File: src/rtl/raid_pkg.sv
// raid_pkg: shared widths, drive codes, stripe record and writer FSM encodings
package raid_pkg;
  localparam int DATA_W = 12;
  localparam int ADDR_W = 8;
  typedef enum logic [1:0] {DRIVE_D0 = 2'd0, DRIVE_D1 = 2'd1, DRIVE_P = 2'd2} drive_e;
  typedef struct packed {
    logic [ADDR_W-1:0] addr;
    logic [DATA_W-1:0] d0;
    logic [DATA_W-1:0] d1;
    logic [DATA_W-1:0] p;
  } stripe_t;
  localparam logic [1:0] ST_IDLE  = 2'd0;
  localparam logic [1:0] ST_WR_D0 = 2'd1;
  localparam logic [1:0] ST_WR_D1 = 2'd2;
  localparam logic [1:0] ST_WR_P  = 2'd3;
endpackage

File: src/rtl/stripe_fifo.sv
// stripe_fifo: synchronous stripe FIFO; ports clk/reset, push/pop strobes, wdata in, registered head, full/empty/count
module stripe_fifo import raid_pkg::*; #(
  parameter int DEPTH = 4
) (
  input  logic                     clk,
  input  logic                     reset,
  input  logic                     push,
  input  logic                     pop,
  input  stripe_t                  wdata,
  output stripe_t                  head,
  output logic                     full,
  output logic                     empty,
  output logic [$clog2(DEPTH):0]   count
);
  localparam int AW = $clog2(DEPTH);
  stripe_t mem [DEPTH];
  logic [AW:0] wr_ptr, rd_ptr;
  assign count = wr_ptr - rd_ptr;
  assign full  = count == (AW+1)'(DEPTH);
  assign empty = count == '0;
  assign head  = mem[rd_ptr[AW-1:0]];
  always_ff @(posedge clk or posedge reset)
    if (reset) begin
      wr_ptr <= '0;
      rd_ptr <= '0;
    end else begin
      if (push) wr_ptr <= wr_ptr + 1'b1;
      if (pop) rd_ptr <= rd_ptr + 1'b1;
    end
  always_ff @(posedge clk)
    if (push) mem[wr_ptr[AW-1:0]] <= wdata;
endmodule

File: src/rtl/raid_stripe_writer.sv
// raid_stripe_writer: buffers parity-stage stripes, serialises each into D0/D1/P writes; ports clk/reset, in_* stripe, ssd_* write bus, busy/overflow/stripes_written status
module raid_stripe_writer #(
  parameter int DATA_W     = 12,
  parameter int ADDR_W     = 8,
  parameter int FIFO_DEPTH = 4
) (
  input  logic              clk,
  input  logic              reset,
  input  logic              in_valid,
  input  logic [ADDR_W-1:0] in_addr,
  input  logic [DATA_W-1:0] in_d0,
  input  logic [DATA_W-1:0] in_d1,
  input  logic [DATA_W-1:0] in_p,
  output logic              ssd_wr_en,
  output logic [1:0]        ssd_drive_sel,
  output logic [ADDR_W-1:0] ssd_addr,
  output logic [DATA_W-1:0] ssd_wdata,
  input  logic              ssd_wr_ready,
  output logic              busy,
  output logic              overflow,
  output logic [15:0]       stripes_written
);
  import raid_pkg::*;
  logic [1:0] state, state_nx;
  stripe_t head;
  logic full, empty, push, pop, hs;
  logic [$clog2(FIFO_DEPTH):0] count;
  stripe_fifo #(.DEPTH(FIFO_DEPTH)) u_fifo (
    .clk(clk),
    .reset(reset),
    .push(push),
    .pop(pop),
    .wdata('{addr: in_addr, d0: in_d0, d1: in_d1, p: in_p}),
    .head(head),
    .full(full),
    .empty(empty),
    .count(count)
  );
  assign ssd_wr_en     = state != ST_IDLE;
  assign hs            = ssd_wr_en && ssd_wr_ready;
  assign pop           = state == ST_WR_P && hs;
  // a full FIFO still accepts when the head is retired in the same cycle
  assign push          = in_valid && (!full || pop);
  assign busy          = !empty || ssd_wr_en;
  assign ssd_drive_sel = state == ST_WR_D1 ? DRIVE_D1 : state == ST_WR_P ? DRIVE_P : DRIVE_D0;
  assign ssd_addr      = ssd_wr_en ? head.addr : '0;
  assign ssd_wdata     = state == ST_WR_D0 ? head.d0 : state == ST_WR_D1 ? head.d1 :
                         state == ST_WR_P ? head.p : '0;
  // after the parity write, go straight to the next stripe if one survives the pop
  assign state_nx = state == ST_IDLE ? (empty ? ST_IDLE : ST_WR_D0) :
                    !hs ? state :
                    state == ST_WR_D0 ? ST_WR_D1 :
                    state == ST_WR_D1 ? ST_WR_P :
                    (count > 1 || push) ? ST_WR_D0 : ST_IDLE;
  always_ff @(posedge clk or posedge reset)
    if (reset) begin
      state           <= ST_IDLE;
      overflow        <= 1'b0;
      stripes_written <= '0;
    end else begin
      state           <= state_nx;
      overflow        <= overflow || (in_valid && !push);
      stripes_written <= stripes_written + {15'd0, pop};
    end
endmodule

File: config.mk
export PLATFORM = sky130hd
export DESIGN_NAME = raid_stripe_writer
export DESIGN_NICKNAME = d
export VERILOG_FILES = /design/src/rtl/raid_pkg.sv /design/src/rtl/stripe_fifo.sv /design/src/rtl/raid_stripe_writer.sv
export SDC_FILE = /design/constraint.sdc
export NUM_CORES = 1
export LEC_CHECK = 0
export CORE_UTILIZATION = 50
export CTS_CLUSTER_SIZE = 40
export DETAILED_ROUTE_END_ITERATION = 16
export DONT_BUFFER_PORTS = 1
export PLACE_DENSITY_LB_ADDON = 0.25
export SLEW_MARGIN = 10
export SYNTH_ARGS = -nofsm -noshare
export SYNTH_HDL_FRONTEND = slang
export SYNTH_HIERARCHICAL = 1
export SYNTH_SLANG_ARGS = --single-unit
File: constraint.sdc
create_clock -name clk -period 3.65 [get_ports clk]
set_input_delay 0.365 -clock clk [delete_from_list [all_inputs] [get_ports clk]]
set_output_delay 0.365 -clock clk [all_outputs]
set_load 0.005 [all_outputs]
Word level (Yosys, flattened, before mapping) --
Memories as Yosys holds them, arrays and structs flattened. Index checks and enable logic that the tools add are counted.
Storage, ports and cells: register bits after elaboration 25, bits in writable memories 176, input port bits 48, output and inout bits 41, logic and storage cells 44, memories 1
Memory list:
- u_fifo.mem | words 4, width 44, rd ports 1, clocked after Yosys merged registers in 0, wr ports 1, line stripe_fifo.sv:16 | stripe_t mem [DEPTH];
Operators by class: $add $sub $neg 4, magnitude comparators 1, eq/ne operators 4, muxes and demuxes 14, reductions and logical operators 15
Operators with widths (count):
- $mux 12 | 3
- $add 16x1->16 | 1
- $mux 2 | 6
- $mux 8 | 1
- $add 3x1->3 const B | 2
- $eq 2x2->1 const B | 2
- $logic_and 1x1->1 | 4
- $logic_or 1x1->1 | 4
- $mux 1 | 4
- $reduce_bool 2->1 | 2
- $eq 3x3->1 const B | 1
- $gt 3x1->1 const B | 1
- $logic_not 1->1 | 3
- $logic_not 3->1 | 1
- $sub 3x3->3 | 1
- $eq 2x1->1 const B | 1
- $logic_not 2->1 | 1

Depth between registers and ports, before layout --
word-level depth 11, gate-level depth with buffers 9, depth with buffers taken out 9

Cells and area by module --
Netlist, hierarchy kept.
Modules (own cells, without submodules):
- stripe_fifo | times used 1, cells an instance 264, area an instance 6796.5 sq um, seq. area each 5435.2 sq um
- raid_stripe_writer | times used 1, cells an instance 133, area an instance 1275.0 sq um, seq. area each 475.5 sq um

Worst setup path after synthesis --
OpenSTA, ideal clock, no wires.
path type register to register, start point register u_fifo.wr_ptr[0], end point memory u_fifo/mem[3][0] (netlist bit), enable pin, setup time 407 ps, arrival time 3030 ps, data required time 3243 ps, path slack 213 ps, stages on the path, launching flop included 8, period minus slack after synthesis 3437 ps, cell sequence dfrtp_1 > inv_1 > ha_1 > fa_1 > xor3_1 > nor2b_1 > a21boi_0 > and2_1
Between the ends: word-level cells in the longest chain between the ends 7
Ends and longest elaborated chain:
- start: declaration | line stripe_fifo.sv:17 | logic [AW:0] wr_ptr, rd_ptr;
- start signal: assignment | line stripe_fifo.sv:27 | if (push) wr_ptr <= wr_ptr + 1'b1;
- $sub 3x3->3 | line stripe_fifo.sv:18 | assign count = wr_ptr - rd_ptr;
- net count[2] | line raid_stripe_writer.sv:27 | logic [$clog2(FIFO_DEPTH):0] count;
- $eq 3x3->1 | line stripe_fifo.sv:19 | assign full = count == (AW+1)'(DEPTH);
- net full | line raid_stripe_writer.sv:26 | logic full, empty, push, pop, hs;
- $logic_not 1->1 | line raid_stripe_writer.sv:43 | assign push = in_valid && (!full || pop);
- $logic_or 1x1->1 | line raid_stripe_writer.sv:43
- $logic_and 1x1->1 | line raid_stripe_writer.sv:43
- net push | line raid_stripe_writer.sv:26
- $mux 1 | line stripe_fifo.sv:31 | if (push) mem[wr_ptr[AW-1:0]] <= wdata;
- $mux 1 (implied by the code) | line stripe_fifo.sv:31
- end: declaration | line stripe_fifo.sv:16
The timed path passes the listed nets, and every way through them passes these cells.

==> key figures <==
Synth
  • Netlist Area Pre-Place: 0.00807 mm²
  • Syn Nets: between 400 and 500
  • Avg Cell Area, Syn: 20.4 µm²
  • Synth warn: 6
  • Post-Syn Instances: about 400

Floorplanning
  • Die area: roughly 0.017 mm²
  • Core area: about 0.016 mm²
  • Initial core utilization: 0.510
  • Rows: 46
  • DIE HEIGHT: roughly 130 µm
  • Top-level I/O count: 89
  • Die width: between 100 and 150 µm

Final layout
  • FILL cells: around 1.2k
  • Area growth from synthesis to layout: 16.4%
  • Final net count: 520
  • Fin area: about 0.0094 mm²
  • Inserted Diodes: 0
  • Proportion of layout cells with a drive suffix above 1: 0.195

Drt
  • Drt wl/cell: 21.2 µm
  • Final antenna-violating net count: 0
  • Router iterations before antenna repair: 4
  • DRC viols: 0
  • DR vias/cell: around 5.5
  • 1st-iter DRT viols: 252
  • Via count: around 3.8k
  • Post-Route WL: 14600 µm

Clocking
  • CTS Buf Count: 21
  • Setup Buffers After CTS: 0
  • Clk buf depth: 3
  • Clock sinks: around 200
  • Clk pin slew, worst setup/hold paths: around 0.060 ns
  • CTS H-Tree Depth: 1
  • Clk Latency, worst-skew pair: around 0.50 ns
  • TritonCTS clock tree: done
  • Root Driver: clkbuf_16

Worst setup path
  • Crit. Startpoint: u_fifo/rd_ptr[0]
  • Cell Chain, Critical Path: buf_4 -> mux4_2 -> a22oi_1 -> o21ai_0
  • Worst Path Arrival: around 2.7 ns
  • Buf/Inv on CP: 1
  • CP max stage delay: about 0.70 ns
  • Worst endpoint required time: about 3.3 ns
  • Slowest cell on crit path: buf_4
  • Critical Path Start Type: flip-flop
  • CP Capture Type: output port
  • Worst r2r src: u_fifo/wr_ptr[0]
  • Worst Path Max Fanout: 46
  • CP delay by family, top: buffers and inverters
  • Critical setup path kind: flip-flop to output port

Pwr
  • Worst vdd ir: between 0.0003 and 0.0004 V
  • P per Cell Area: around 780 mW/mm²
  • Leakage power: about 3.2 nW

STA
  • Final Hold Viols: 0
  • Setup Skew: around 0.013 ns
  • # setup viols final: 0
  • Worst Tran Pin Value: between 0.9 and 1 ns
  • Max-slew headroom: 0.384
  • RSZ-0062 raised after global routing: false
  • Fmax achieved: approximately 0.32 GHz
  • Post-route minimum period: between 3 and 4 ns
  • Fin. max-slew vios: 0
  • Tcrit/Tclk final: 0.847
  • Post-route setup TNS: 0 ns

Placement
  • Hpwl dp: around 8500 µm
  • IO buf count: 0
  • Placed cell area: around 0.0083 mm²
  • Global placement routability congestion: slightly above 0.7

GRT
  • Initial antenna violation count: 0
  • First-pass GRT wire length: 22600 µm
  • Total GRT Usage: 0.183
  • Number of global-route vias before repair: a little over 4k
  • Total gr overflow: 0
  • Pin count of the biggest net entering global routing: 47

Min path
  • Worst Hold Launch: ssd_wr_ready
  • Hold Crit Class: input pin to flip-flop

Run status
  • Status: complete, no violations

Flow run
  • MaxCap Viol Count: 0
-- cells in the final DEF, fill, tap and decap left out, types with 3 or more instances in the layout --
| cell type | instances |
|---|---|
| nor3_1 | 3 |
| clkbuf_1 | 4 |
| nor2b_1 | 10 |
| and2_2 | 4 |
| buf_12 | 4 |
| dfrtp_1 | 23 |
| o21ai_0 | 14 |
| mux4_2 | 39 |
| xor2_1 | 11 |
| nand3_1 | 8 |
| buf_4 | 4 |
| clkinv_2 | 3 |
| edfxtp_1 | 176 |
| inv_1 | 11 |
| clkbuf_16 | 21 |
| ha_1 | 13 |
| clkinv_1 | 5 |
| nand4_1 | 3 |
| mux4_1 | 5 |
| dlygate4sd3_1 | 46 |
| nand2_1 | 19 |
| xnor2_1 | 7 |
| nor4_2 | 3 |
| a22oi_1 | 12 |
-- power breakdown --
part	switching, W	internal, W	total, W
clock network	0.000825	0.00106	0.00189
logic	0.00121	0.000942	0.00215
registers	0.000171	0.00312	0.00329
total	0.00221	0.00512	0.00733
-- sequential cells by signal (all words and copies together), names as in the netlist --
name	count
state	2
u_fifo/wr_ptr	3
stripes_written	16
u_fifo/rd_ptr	3
overflow	1
u_fifo/mem	176
-- path summary, 6_finish.rpt --
path	endpoint	slack (ns)	cells past startpoint
max	ssd_wdata[5]	0.56	4
max reg2reg	u_fifo/mem[3][6]	0.81	9
min	state[1]	0.03	2
max in group asynchronous	stripes_written[13]	2.72	2
min reg2reg	stripes_written[15]	0.49	1
min in group asynchronous	u_fifo/rd_ptr[2]	0.26	2
-- per-stage QoR --
stage	utilization	setup slack [ns]	hold slack, ns	power [W]	instances
detailed placement	0.526	0.795	0.197	0.00549	605
global placement	0.526	0.902	0.195	0.00543	605
finish	0.593	0.560	0.0288	0.00733	688
floorplan	-	0.213	0.156	0.00495	396
global route	0.593	0.345	0.0211	0.00774	688
CTS	0.593	0.477	0.00791	0.00743	688
-- what timing repair did --
item                      4_1_cts  5_1_grt
resized for setup               0        0
hold buffers                   46        0
hold endpoints to repair      202        0
-- per-layer routing --
metal,share of wire,GRT usage,vias to the layer above
met3,0.063,0.0425,16
met5,0,0,-
li1,-,-,1709
met4,0.014,0.0561,0
met1,0.41,0.236,1959
met2,0.51,0.313,119
-- worst register-to-register path, cell delays in order, from the launching register on --
cell and delay (ns):
dfrtp_1 0.41, inv_1 0.10, ha_1 0.22, fa_1 0.37, xor3_1 0.23, nor2b_1 0.17, a21boi_0 0.19, buf_4 0.18
and2_2 0.37, buf_12 0.29
-- area by class of cell --
type,instances,area [µm²],area share
Inverter,11,41.3,0.00440
Clock inverter,12,66.3,0.00706
Tap cell,216,270,0.0288
Sequential cell,201,5920,0.630
Timing Repair Buffer,54,571,0.0608
Clock buffer,25,541,0.0576
Multi-Input combinational cell,169,1980,0.211
No activity file was read; power rests on OpenSTA's default activity.
